## src/rtl/compl_arbiter.sv

```systemverilog
// ============================================================================
// Module   : compl_arbiter
// Brief    : Two-requester arbiter in front of a shared two's-complement
//            (~A + 1) stage with a valid/ready response tagged by requester.
//            Optional macro COMPL_RR_EN selects round-robin tie-breaking;
//            otherwise requester 0 has fixed priority.
// Revision : 1.0 - initial release
// ============================================================================
`default_nettype none

module compl_arbiter #(
  parameter int WIDTH = 32
) (
  input  logic             clk,
  input  logic             rst,
  input  logic [1:0]       req,
  input  logic [WIDTH-1:0] op0,
  input  logic [WIDTH-1:0] op1,
  output logic [1:0]       gnt,
  output logic             rsp_valid,
  output logic             rsp_id,
  output logic [WIDTH-1:0] rsp_data,
  output logic             rsp_ovf,
  input  logic             rsp_ready,
  output logic             busy
);

  typedef enum logic [1:0] {
    IDLE    = 2'd0,
    COMPUTE = 2'd1,
    RESP    = 2'd2
  } state_t;

  localparam logic [WIDTH-1:0] C_MOST_NEG = {1'b1, {(WIDTH-1){1'b0}}};

  state_t           r_state;
  state_t           w_stateNext;
  logic             w_winner;
  logic             w_grant;
  logic [WIDTH-1:0] r_opnd;
  logic             r_id;
  logic [WIDTH-1:0] r_data;
  logic             r_ovf;

`ifdef COMPL_RR_EN
  // Pointer names the requester that wins the next tie.
  logic r_favourOne;

  always_ff @(posedge clk or negedge rst) begin
    if (!rst) begin
      r_favourOne <= 1'b0;
    end else if (w_grant) begin
      r_favourOne <= ~w_winner;
    end
  end

  always_comb begin
    w_winner = (req == 2'b11) ? r_favourOne : ~req[0];
  end
`else
  always_comb begin
    w_winner = ~req[0];
  end
`endif

  always_ff @(posedge clk or negedge rst) begin
    if (!rst) begin
      r_state <= IDLE;
    end else begin
      r_state <= w_stateNext;
    end
  end

  always_comb begin
    w_stateNext = r_state;
    w_grant     = 1'b0;
    gnt         = 2'b00;
    case (r_state)
      IDLE: begin
        if (|req) begin
          w_grant     = 1'b1;
          gnt         = w_winner ? 2'b10 : 2'b01;
          w_stateNext = COMPUTE;
        end
      end
      COMPUTE: w_stateNext = RESP;
      RESP: begin
        if (rsp_ready) begin
          w_stateNext = IDLE;
        end
      end
      default: w_stateNext = IDLE;
    endcase
  end

  // Result registers change only on COMPUTE, so they stay frozen through RESP.
  always_ff @(posedge clk or negedge rst) begin
    if (!rst) begin
      r_opnd <= '0;
      r_id   <= 1'b0;
      r_data <= '0;
      r_ovf  <= 1'b0;
    end else begin
      if (w_grant) begin
        r_opnd <= w_winner ? op1 : op0;
        r_id   <= w_winner;
      end
      if (r_state == COMPUTE) begin
        r_data <= ~r_opnd + {{(WIDTH-1){1'b0}}, 1'b1};
        r_ovf  <= (r_opnd == C_MOST_NEG);
      end
    end
  end

  assign rsp_valid = (r_state == RESP);
  assign rsp_id    = r_id;
  assign rsp_data  = r_data;
  assign rsp_ovf   = r_ovf;
  assign busy      = (r_state != IDLE);

endmodule

`default_nettype wire

```

## config.mk

```make
export PLATFORM = sky130hd
export DESIGN_NAME = compl_arbiter
export DESIGN_NICKNAME = d
export VERILOG_FILES = /design/src/rtl/compl_arbiter.sv
export SDC_FILE = /design/constraint.sdc
export NUM_CORES = 1
export LEC_CHECK = 0
export ABC_AREA = 1
export CAP_MARGIN = 5
export CORE_MARGIN = 3
export CORE_UTILIZATION = 41
export CTS_CLUSTER_DIAMETER = 40
export CTS_CLUSTER_SIZE = 12
export DETAILED_ROUTE_END_ITERATION = 8
export GPL_TIMING_DRIVEN = 0
export HOLD_SLACK_MARGIN = 0.06
export PLACE_DENSITY_LB_ADDON = 0.08
export REMOVE_ABC_BUFFERS = 1
export SYNTH_ARGS = -nofsm -noshare
export SYNTH_HDL_FRONTEND = slang
export SYNTH_SLANG_ARGS = --single-unit
export TNS_END_PERCENT = 10
```

## constraint.sdc

```tcl
create_clock -name clk -period 3.2 [get_ports clk]
set_input_delay 0.32 -clock clk [delete_from_list [all_inputs] [get_ports clk]]
set_output_delay 0.32 -clock clk [all_outputs]
set_load 0.1 [all_outputs]
```

==> flow_metrics.py <==
metrics = {
    "outcome": {
        "status": "finished, final reports clean",
    },
    "route": {
        "via_per_inst": 4.945,
        "drtIter0Drc": 180,
        "wl_um": 9999,
        "antenna_left": 0,
        "dr.pass1.iters": 4,
        "drc_errors": 0,
        "wire_per_inst_um": 13.83,
        "vias": 3575,
    },
    "clock_tree": {
        "cts_tree": "built",
        "clock_latency_ns": 0.35,
        "ctsHtreeMaxLevel": 3,
        "post-cts-setup-buffers": 0,
        "cts_buffers": 9,
        "clock_path_buffers": 2,
        "cts_root_buf": "clkbuf_8",
        "cts.sinks": 68,
        "clkTransAtPathRegs_ns": 0.08,
    },
    "placement": {
        "dp_cells": 706,
        "hpwl_um": 7115,
        "pre_cts_slack_ns": -1.336,
        "numPortBuffers": 106,
        "gp_congestion": 0.8796,
    },
    "yosys": {
        "yosys_register_bits": 68,
        "synth_area_per_cell_um2": 7.306,
        "synthSimpleGateAreaFrac_pct": 36.09,
        "syn_inst": 511,
        "yosysWarnings": 0,
        "synth_area_um2": 3734,
        "synth_compound_area_share_pct": 9.685,
        "synthMuxAreaShare_pct": 0,
        "synth_top_family_by_area": "simple AND/OR/NAND/NOR gates",
        "synthAdderAreaFrac_pct": 0.3351,
        "synthDistinctLibCells": 29,
        "ys_seq_area_share_pct": 45.58,
        "synth-xor-area-share_pct": 1.173,
    },
    "setup_path": {
        "rr_startpoint": "r_state[1]",
        "cpMostUsedCell": "clkdlybuf4s15_2",
        "cp.required_ns": 2.88,
        "startpoint": "req[0]",
        "path_max_fanout": 36,
        "critPathMaxStageDelay_ns": 0.72,
        "start_kind": "primary input",
        "critPathArrivalTime_ns": 2.59,
        "reg2reg_slack_ns": 0.92,
        "cp_cell_sequence": "clkdlybuf4s15_2 -> clkinvlp_4 -> nor2_1 -> clkdlybuf4s15_2",
        "end_kind": "primary output",
        "critPathKind": "in2out",
        "timing.rr.end": "rsp_data[29]",
        "critPathSlowestCell": "clkdlybuf4s15_2",
        "r2r_cells": 5,
    },
    "final_layout": {
        "multi_input_area_um2": 1768,
        "final_nets": 680,
        "post-route-util_pct": 57.34,
        "drive_gt1_share_pct": 8.455,
        "diodes": 0,
        "regArea_um2": 1702,
        "syn_to_final_growth_pct": 34.58,
        "finalNonFillerCells": 723,
        "num-fill-cells": 863,
    },
    "global_route": {
        "grt_remaining_overflow": 0,
        "grt_max_degree": 69,
        "grt_pass1_wl_um": 16480,
        "antenna_found_initial": 0,
        "grt.total_usage_pct": 20.35,
        "grt_pass1_vias": 3325,
    },
    "timing": {
        "finalCritPeriodShare_pct": 90.88,
        "fin_crit_ns": 2.908,
        "clock.fmax_mhz": 343.9,
        "finalClockSkew_ns": 0.01554,
        "setup_viol": 0,
        "slew_headroom_pct": 32.76,
        "hold_viol_final": 0,
        "fin_hold_ws_ns": 0.06132,
        "final-max-slew-violation-count": 0,
        "rsz0062_at_grt": "false",
        "fin_ws_ns": 0.2920,
        "max_slew.worst_pin.slew_ns": 1.005,
    },
    "floorplan": {
        "core-area_um2": 8763,
        "start_util_pct": 42.60,
        "die_h_um": 101.4,
        "ios": 107,
        "fp.dieW_um": 101.4,
        "fp.dieArea_um2": 10290,
        "rows": 34,
    },
    "power": {
        "p_switching_mw": 3.301,
        "combPwrFrac_pct": 58.7,
        "power_switching_share_pct": 56.92,
        "power_density_nw_per_um2": 1154,
        "ir_drop_mv": 0.8786,
        "power_frac_seq_pct": 29.8,
        "power_frac_clock_pct": 11.5,
        "p_leak_nw": 2.205,
        "intPower_mw": 2.498,
    },
    "flow_run": {
        "maxCapViolCount": 0,
    },
    "min_path": {
        "hold_path.class": "in2async",
    },
}
## Yosys cell counts (all sizes together)
cell type	n	area share, %
nand2	180	19
o31ai	1	0.20
xnor2	2	0.47
a21oi	3	0.40
o21ai	19	2.5
nand3b	1	0.20
or2	3	0.50
nand3	25	3.7
ha	1	0.34
inv	35	3.5
xor2	3	0.70
nand4	4	0.67
buf	13	2.7
clkbuf	7	0.70
clkinv	2	0.20
nor2	105	12
dfrtp	68	46
a31oi	39	6.5
## layout make-up
| class | count | area share (%) |
|---|---|---|
| multi-input combinational | 386 | 35.18 |
| tap | 108 | 2.689 |
| sequential | 68 | 33.86 |
| timing repair inverter | 1 | 0.09960 |
| timing repair buffer | 107 | 21.51 |
| inverter | 37 | 2.913 |
| clock inverter | 5 | 0.7221 |
| clock buffer | 11 | 3.013 |
## power by group through the flow
stage	logic (mW)	clock network (mW)	registers, mW
after floorplan	1.18	0	3.02
after global placement	3.36	0	1.73
after detailed placement	3.42	0	1.74
after CTS	3.43	0.682	1.73
after global routing	3.66	0.717	1.80
final	3.40	0.665	1.73
## stage by stage
| step | power, mW | area (um^2) | setup TNS, ns |
|---|---|---|---|
| after floorplan | 4.198 | 3606 | 0 |
| final | 5.799 | 5025 | 0 |
| after detailed placement | 5.162 | 4820 | -1.766 |
| after CTS | 5.839 | 5019 | 0 |
| after global routing | 6.173 | 5025 | 0 |
| after global placement | 5.087 | 4802 | -46.99 |
## layout by cell type, fill, tap and decap left out
cell	Yosys	final
clkinv_1	2	2
clkinvlp_4	0	5
nor2_8	1	1
clkbuf_8	0	11
nor2_1	92	92
clkinv_4	0	1
xnor2_1	2	2
nor2_2	9	9
nand2_1	171	170
or2_2	3	3
clkinvlp_2	0	1
clkinv_2	0	1
nand2_4	1	1
ha_1	1	1
nand4_1	4	4
inv_1	34	31
xor2_1	3	3
nand3_4	1	1
dfrtp_1	68	68
buf_4	3	1
inv_2	1	2
nand3b_1	1	1
nor2_4	3	3
a21oi_1	3	3
o21ai_0	8	8
o31ai_1	1	1
buf_12	0	1
a31oi_1	39	39
clkdlybuf4s15_2	0	2
clkdlybuf4s50_1	0	103
o21ai_1	11	11
nand3_1	24	24
nand2_2	8	9
## state kept, by name, summed over array words and instances, names as in the netlist
register / cells
r_state: 2
rsp_ovf: 1
rsp_id: 1
r_opnd: 32
rsp_data: 32
## critical path, delay by kind of cell
family,cells,cell delay (ns)
and+or+nand+nor,1,0.29
buffers and inverters,3,1.97
## logic make-up (layout without fill, tap and decap cells)
group / after synthesis / count (layout)
adder cells (fa/ha/maj): 1 / 1
buffers and inverters: 57 / 161
AND/OR/NAND/NOR: 318 / 318
XOR/XNOR: 5 / 5
AO/OA/AOI/OAI: 62 / 62
flip-flops: 68 / 68
## how the worst max path moves through the flow
| stage | end | slack, ns |
|---|---|---|
| 2_1_floorplan | gnt[0] | 0.53 |
| 3_3_place_gp | gnt[0] | -1.32 |
| 3_5_place_dp | gnt[0] | -1.34 |
| 4_1_cts | gnt[0] | 0.23 |
| 5_1_grt | gnt[0] | 0.08 |
| 6_report | gnt[0] | 0.29 |
## metal layers
layer / vias to the layer above / GRT usage [%] / share of wire (%)
met4: 0 / 6.442 / 1.1
met2: 106 / 30.48 / 44
li1: 1830 / - / -
met5: - / 0 / 0
met3: 8 / 4.477 / 7.5
met1: 1631 / 29.36 / 48
## what timing repair did
item	CTS	global route
hold buffers	0	0
pin swaps	0	0
resized for setup	7	2
setup endpoints to repair	2	1
gates cloned	1	0
No activity file was read; power rests on OpenSTA's default activity.
